===== config.mk =====
export PLATFORM = sky130hd
export DESIGN_NAME = score_board_ctrl
export DESIGN_NICKNAME = d
export VERILOG_FILES = /design/src/rtl/scoreboard_pkg.sv /design/src/rtl/score_board_ctrl_btn_debounce.sv /design/src/rtl/score_board_ctrl.sv
export SDC_FILE = /design/constraint.sdc
export NUM_CORES = 1
export LEC_CHECK = 0
export ABC_AREA = 1
export BUFFER_PORTS_ARGS = -buffer_cell sky130_fd_sc_hd__clkbuf_2
export CAP_MARGIN = 20
export CORE_MARGIN = 3
export CORE_UTILIZATION = 35
export DETAILED_ROUTE_END_ITERATION = 6
export PLACE_DENSITY = 0.61
export SLEW_MARGIN = 20
export SYNTH_ARGS = -nofsm -noshare
export SYNTH_HDL_FRONTEND = slang
export SYNTH_SLANG_ARGS = --single-unit

===== constraint.sdc =====
create_clock -name clk -period 5.5 [get_ports clk]
set_input_delay 1.1 -clock clk [delete_from_list [all_inputs] [get_ports clk]]
set_output_delay 1.1 -clock clk [all_outputs]
set_load 0.02 [all_outputs]

===== src/rtl/scoreboard_pkg.sv =====
// Shared constants, display payload type and per-digit helpers for the scoreboard core.
package scoreboard_pkg;

  localparam int unsigned MODE_HEX = 0;
  localparam int unsigned MODE_BCD = 1;
  localparam int unsigned DIG_W    = 4;

  localparam logic [6:0] SEG_BLANK = 7'h7F;

  // One 7-segment frame, active low, laid out as {dp,g,f,e,d,c,b,a}
  typedef struct packed {
    logic       dp;
    logic [6:0] gfedcba;
  } seg_t;

  function automatic logic [6:0] seg_glyph(input logic [DIG_W-1:0] d);
    logic [6:0] g;
    case (d)
      4'h0:    g = 7'h40;
      4'h1:    g = 7'h79;
      4'h2:    g = 7'h24;
      4'h3:    g = 7'h30;
      4'h4:    g = 7'h19;
      4'h5:    g = 7'h12;
      4'h6:    g = 7'h02;
      4'h7:    g = 7'h78;
      4'h8:    g = 7'h00;
      4'h9:    g = 7'h10;
      4'hA:    g = 7'h08;
      4'hB:    g = 7'h03;
      4'hC:    g = 7'h46;
      4'hD:    g = 7'h21;
      4'hE:    g = 7'h06;
      default: g = 7'h0E;
    endcase
    return g;
  endfunction

  // Increment/decrement one digit with wrap at F (hex) or 9 (BCD)
  function automatic logic [DIG_W-1:0] digit_step(input logic [DIG_W-1:0] d,
                                                  input logic dn, input logic bcd);
    logic [DIG_W-1:0] top;
    logic [DIG_W-1:0] r;
    top = bcd ? 4'd9 : 4'hF;
    if (dn) r = (d == 4'd0) ? top : d - 4'd1;
    else    r = (d >= top) ? 4'd0 : d + 4'd1;
    return r;
  endfunction

endpackage


===== src/rtl/score_board_ctrl_btn_debounce.sv =====
// One button channel: 2-FF synchroniser, stability counter, debounced level and press pulse.
module btn_debounce #(
  parameter int unsigned DB_CYCLES = 2000000
) (
  input  logic clk,
  input  logic rst,
  input  logic btn,
  output logic press_c
);

  localparam int unsigned CNT_W = (DB_CYCLES > 2) ? $clog2(DB_CYCLES) : 1;

  logic [1:0]       sync_q;
  logic             stable;
  logic             stable_q;
  logic [CNT_W-1:0] cnt;
  logic             s;

  assign s       = sync_q[1];
  assign press_c = stable & ~stable_q;

  // Any cycle where the synchronised level matches the accepted level restarts qualification
  always_ff @(posedge clk or posedge rst) begin
    if (rst) begin
      sync_q   <= '0;
      stable   <= 1'b0;
      stable_q <= 1'b0;
      cnt      <= '0;
    end else begin
      sync_q   <= {sync_q[0], btn};
      stable_q <= stable;
      if (s != stable) begin
        if (cnt == CNT_W'(DB_CYCLES - 1)) begin
          stable <= s;
          cnt    <= '0;
        end else begin
          cnt <= cnt + CNT_W'(1);
        end
      end else begin
        cnt <= '0;
      end
    end
  end

endmodule


===== src/rtl/score_board_ctrl.sv =====
// Scoreboard core: debounced per-digit up/down counters plus a multiplexed 7-segment scanner.
module score_board_ctrl
  import scoreboard_pkg::*;
#(
  parameter int unsigned N_DIG     = 4,
  parameter int unsigned DB_CYCLES = 2000000,
  parameter int unsigned SCAN_DIV  = 17,
  parameter int unsigned MODE      = 0
) (
  input  logic                   clk,
  input  logic                   rst,
  input  logic [N_DIG-1:0]       btn,
  input  logic                   dec,
  input  logic                   clr,
  input  logic [N_DIG-1:0]       points,
  input  logic [N_DIG-1:0]       le,
  output logic [4*N_DIG-1:0]     num,
  output logic [N_DIG-1:0]       AN,
  output logic [7:0]             SEGMENT
);

  localparam int unsigned IDX_W = (N_DIG > 1) ? $clog2(N_DIG) : 1;
  localparam logic        BCD   = (MODE == MODE_BCD);

  logic [N_DIG-1:0]            press_c;
  logic [N_DIG-1:0][DIG_W-1:0] dig;
  logic [SCAN_DIV-1:0]         pre;
  logic [IDX_W-1:0]            idx;
  seg_t                        seg_nxt_c;

  assign num = dig;

  for (genvar i = 0; i < N_DIG; i++) begin : g_db
    btn_debounce #(.DB_CYCLES(DB_CYCLES)) u_db (
      .clk     (clk),
      .rst     (rst),
      .btn     (btn[i]),
      .press_c (press_c[i])
    );
  end

  // Clear wins over any coincident press; digits are independent, no carry
  always_ff @(posedge clk or posedge rst) begin
    if (rst) begin
      dig <= '0;
    end else if (clr) begin
      dig <= '0;
    end else begin
      for (int i = 0; i < N_DIG; i++) begin
        if (press_c[i]) dig[i] <= digit_step(dig[i], dec, BCD);
      end
    end
  end

  // Free-running prescaler; scan index advances on each wrap
  always_ff @(posedge clk or posedge rst) begin
    if (rst) begin
      pre <= '0;
      idx <= '0;
    end else begin
      pre <= pre + SCAN_DIV'(1);
      if (&pre) idx <= (idx == IDX_W'(N_DIG - 1)) ? '0 : idx + IDX_W'(1);
    end
  end

  always_comb begin
    seg_nxt_c.dp      = ~points[idx];
    seg_nxt_c.gfedcba = seg_glyph(dig[idx]);
    if (le[idx]) begin
      seg_nxt_c.dp      = 1'b1;
      seg_nxt_c.gfedcba = SEG_BLANK;
    end
  end

  always_ff @(posedge clk or posedge rst) begin
    if (rst) begin
      AN      <= '1;
      SEGMENT <= 8'hFF;
    end else begin
      AN      <= ~(N_DIG'(1) << idx);
      SEGMENT <= seg_nxt_c;
    end
  end

endmodule


==> key figures <==
Status
  – Status: finished clean

Drt
  – Via count: 6357
  – WL final: 17000 µm
  – DRC Markers: 0
  – First DRT Iteration DRCs: 486
  – Via/cell ratio: 4.75
  – Post-DR wirelength/cell: 12.7 µm
  – Router iterations before antenna repair: 7
  – Post-DRT Antenna Nets: 0

STA
  – Fin crit period: 2.24 ns
  – Hold_ws: 0.348 ns
  – Final setup fails: 0
  – Fin. max-slew vios: 0
  – Peak Freq: 446 MHz
  – RSZ-0062 raised after global routing: no
  – Max_slew headroom: 0.623
  – Final hold vios: 0
  – Final Cycle Share: 0.408
  – Clk_skew: 0.0127 ns
  – Slew @ Worst Pin: 0.563 ns
  – Setup TNS: 0 ns

Yosys
  – Synthesized area: 7960 µm²
  – Multiplexer share of the synthesized area: 0
  – Yosys warnings: 0
  – Simple-Gate Fraction of Synth Area: 0.318
  – Yosys cell types: 41
  – Syn Inst Count: 987
  – Syn avg cell area: 8.06 µm²
  – Synth top area share: 0.425
  – Largest family of logic cells by synthesized area: simple AND/OR/NAND/NOR gates
  – Mapped Nets: 1027
  – Compound-Gate Fraction of Synth Area: 0.0489
  – Post-Synth XOR/XNOR Area: 0.0687
  – Top cells by area, synth: dfrtp_1, nand2_1, nor2_1
  – Synth Area in Adders: 0.0377
  – Top cell type by total area after synthesis: dfrtp_1
  – Seq/Total Area, Yosys: 0.464
  – Synth Register Bits: 147

Critical path
  – Worst Path Arrival: 1.14 ns
  – Crit path launch type: flip-flop
  – CP max FO: 6
  – Max stage delay on crit path: 0.48 ns
  – Crit-path cells: clkbuf_2
  – Crit end category: primary output
  – WS Path Type: reg2out
  – Crit path buffers/inverters: 1
  – CP max stage cell: dfrtp_1
  – Worst path required time: 4.40 ns
  – CP delay by family, top: flip-flops

GRT
  – Pin count of the biggest net entering global routing: 61
  – Vias in the first global route: 6071
  – Initial antenna violation count: 1
  – Total gr overflow: 0
  – First-pass GRT wire length: 28900 µm
  – Total track usage: 0.145

Clock tree
  – CTS tree: yes
  – Post_cts resized: 0
  – Clock root cell: clkbuf_16
  – Clock insertion delay at the later pin of the skew report: 0.42 ns
  – Post-CTS Setup Inserts: 0
  – Hold Buf Count CTS: 0
  – Max clock buf depth: 2
  – Num CTS Buffers: 17
  – CTS H-Tree Depth: 4
  – # clock sinks: 147
  – Clk slew on worst S/H paths: 0.06 ns

Floorplan
  – IO Pins: 44
  – DIE WIDTH: 157 µm
  – Rows: 54
  – Die area: 24600 µm²
  – Die height: 157 µm
  – Core ar.: 22100 µm²
  – Initial Util: 0.360

Power
  – Worst vdd ir: 176 µV
  – Power Density: 272 nW/µm²
  – Static leakage: 4.28 nW
  – Internal Power: 1.98 mW
  – Sw Pwr: 0.514 mW
  – Sequential Power Share: 0.444
  – Clock Power Share: 0.526
  – Sw frac: 0.206
  – Comb power frac: 0.031

Final layout
  – Reg area: 3690 µm²
  – Fill cells: 2183
  – # diodes: 0
  – Commonest non-fill, non-tap cell in the layout: nand2_1
  – Layout Nets: 1087
  – Most frequent cells in the layout: nand2_1, nor2_1, dfrtp_1
  – Area grow syn2layout: 15.3%
  – Share of cells above drive strength 1: 0.144
  – Area taken by multi-input logic gates: 3770 µm²
  – Fin util: 0.415

Min path
  – Hold Crit Class: reg2reg

Place
  – Final RePlAce weighted congestion: 0.844
  – I/O Buffers: 43
  – Hpwl dp: 12100 µm

Flow run
  – Max-capacitance violation count: 0
cells in the mapped netlist (all sizes together):
cell type  number
nand2         227
nor2          203
dfrtp         135
inv           123
nand3          93
xor2           33
o21ai          29
xnor2          26
a21oi          24
ha             24
nor3           18
dfstp          12
nand4           9
o22ai           5
o211ai          4
o21a            4
buf             3
nand3b          3
nor3b           3
o21bai          2
a31o            1
a32oi           1
and2            1
and3            1
clkbuf          1
nor4            1
or2             1
layout make-up:
class	instances	share of cell area
multi-input combinational	713	0.411
clock inverter	9	0.0221
sequential	147	0.403
clock buffer	22	0.0495
tap	280	0.0382
inverter	123	0.0512
timing repair buffer	45	0.0251
kinds of logic (layout without fill, tap and decap cells):
family,count (synthesis),count (layout)
compound gates,70,70
simple gates,560,560
buf+inv,127,199
fa+ha+maj,24,24
flops,147,147
xor+xnor,59,59
per-stage QoR:
step	instances	power, mW	instance area [µm²]	setup WS (ns)
5_1_grt	1339	2.58	9170	3.18
6_report	1339	2.49	9170	3.26
3_5_place_dp	1308	1.20	8510	3.23
2_1_floorplan	987	1.18	7960	0.469
3_3_place_gp	1308	1.20	8510	3.23
4_1_cts	1339	2.53	9170	3.22
metal layers:
metal / wire length (µm) / up-vias / track usage
met5: 20 / - / 0
met2: 7930 / 131 / 0.232
met3: 853 / 13 / 0.0407
li1: - / 3239 / -
met4: 159 / 2 / 0.0421
met1: 8000 / 2972 / 0.193
final timing paths:
path,startpoint,endpoint,slack [ns],depth (start not counted)
setup / recovery,num[12],num[12],3.26,1
hold / removal,g_db[1].u_db.sync_q[0],g_db[1].u_db.sync_q[1],0.35,0
setup reg to reg,idx[0],SEGMENT[0],3.50,9
hold reg to reg,g_db[1].u_db.sync_q[0],g_db[1].u_db.sync_q[1],0.35,0
max in group asynchronous,rst,num[13],3.76,3
min in group asynchronous,rst,g_db[1].u_db.sync_q[0],0.74,2
state kept, by name (all words and copies together) (netlist names):
| register | flops |
|---|---|
| g_db.u_db.cnt | 84 |
| pre | 17 |
| num | 16 |
| SEGMENT | 8 |
| g_db.u_db.sync_q | 8 |
| AN | 4 |
| g_db.u_db.stable | 4 |
| g_db.u_db.stable_q | 4 |
| idx | 2 |
power groups by stage:
stage	registers (mW)	logic, mW	clock network (mW)
after floorplan	1.13	0.0497	0
after global placement	1.12	0.0783	0
after detailed placement	1.12	0.0793	0
after CTS	1.11	0.0798	1.34
after global routing	1.11	0.0902	1.39
final	1.11	0.0767	1.31
(Power assumes the default switching activity.)
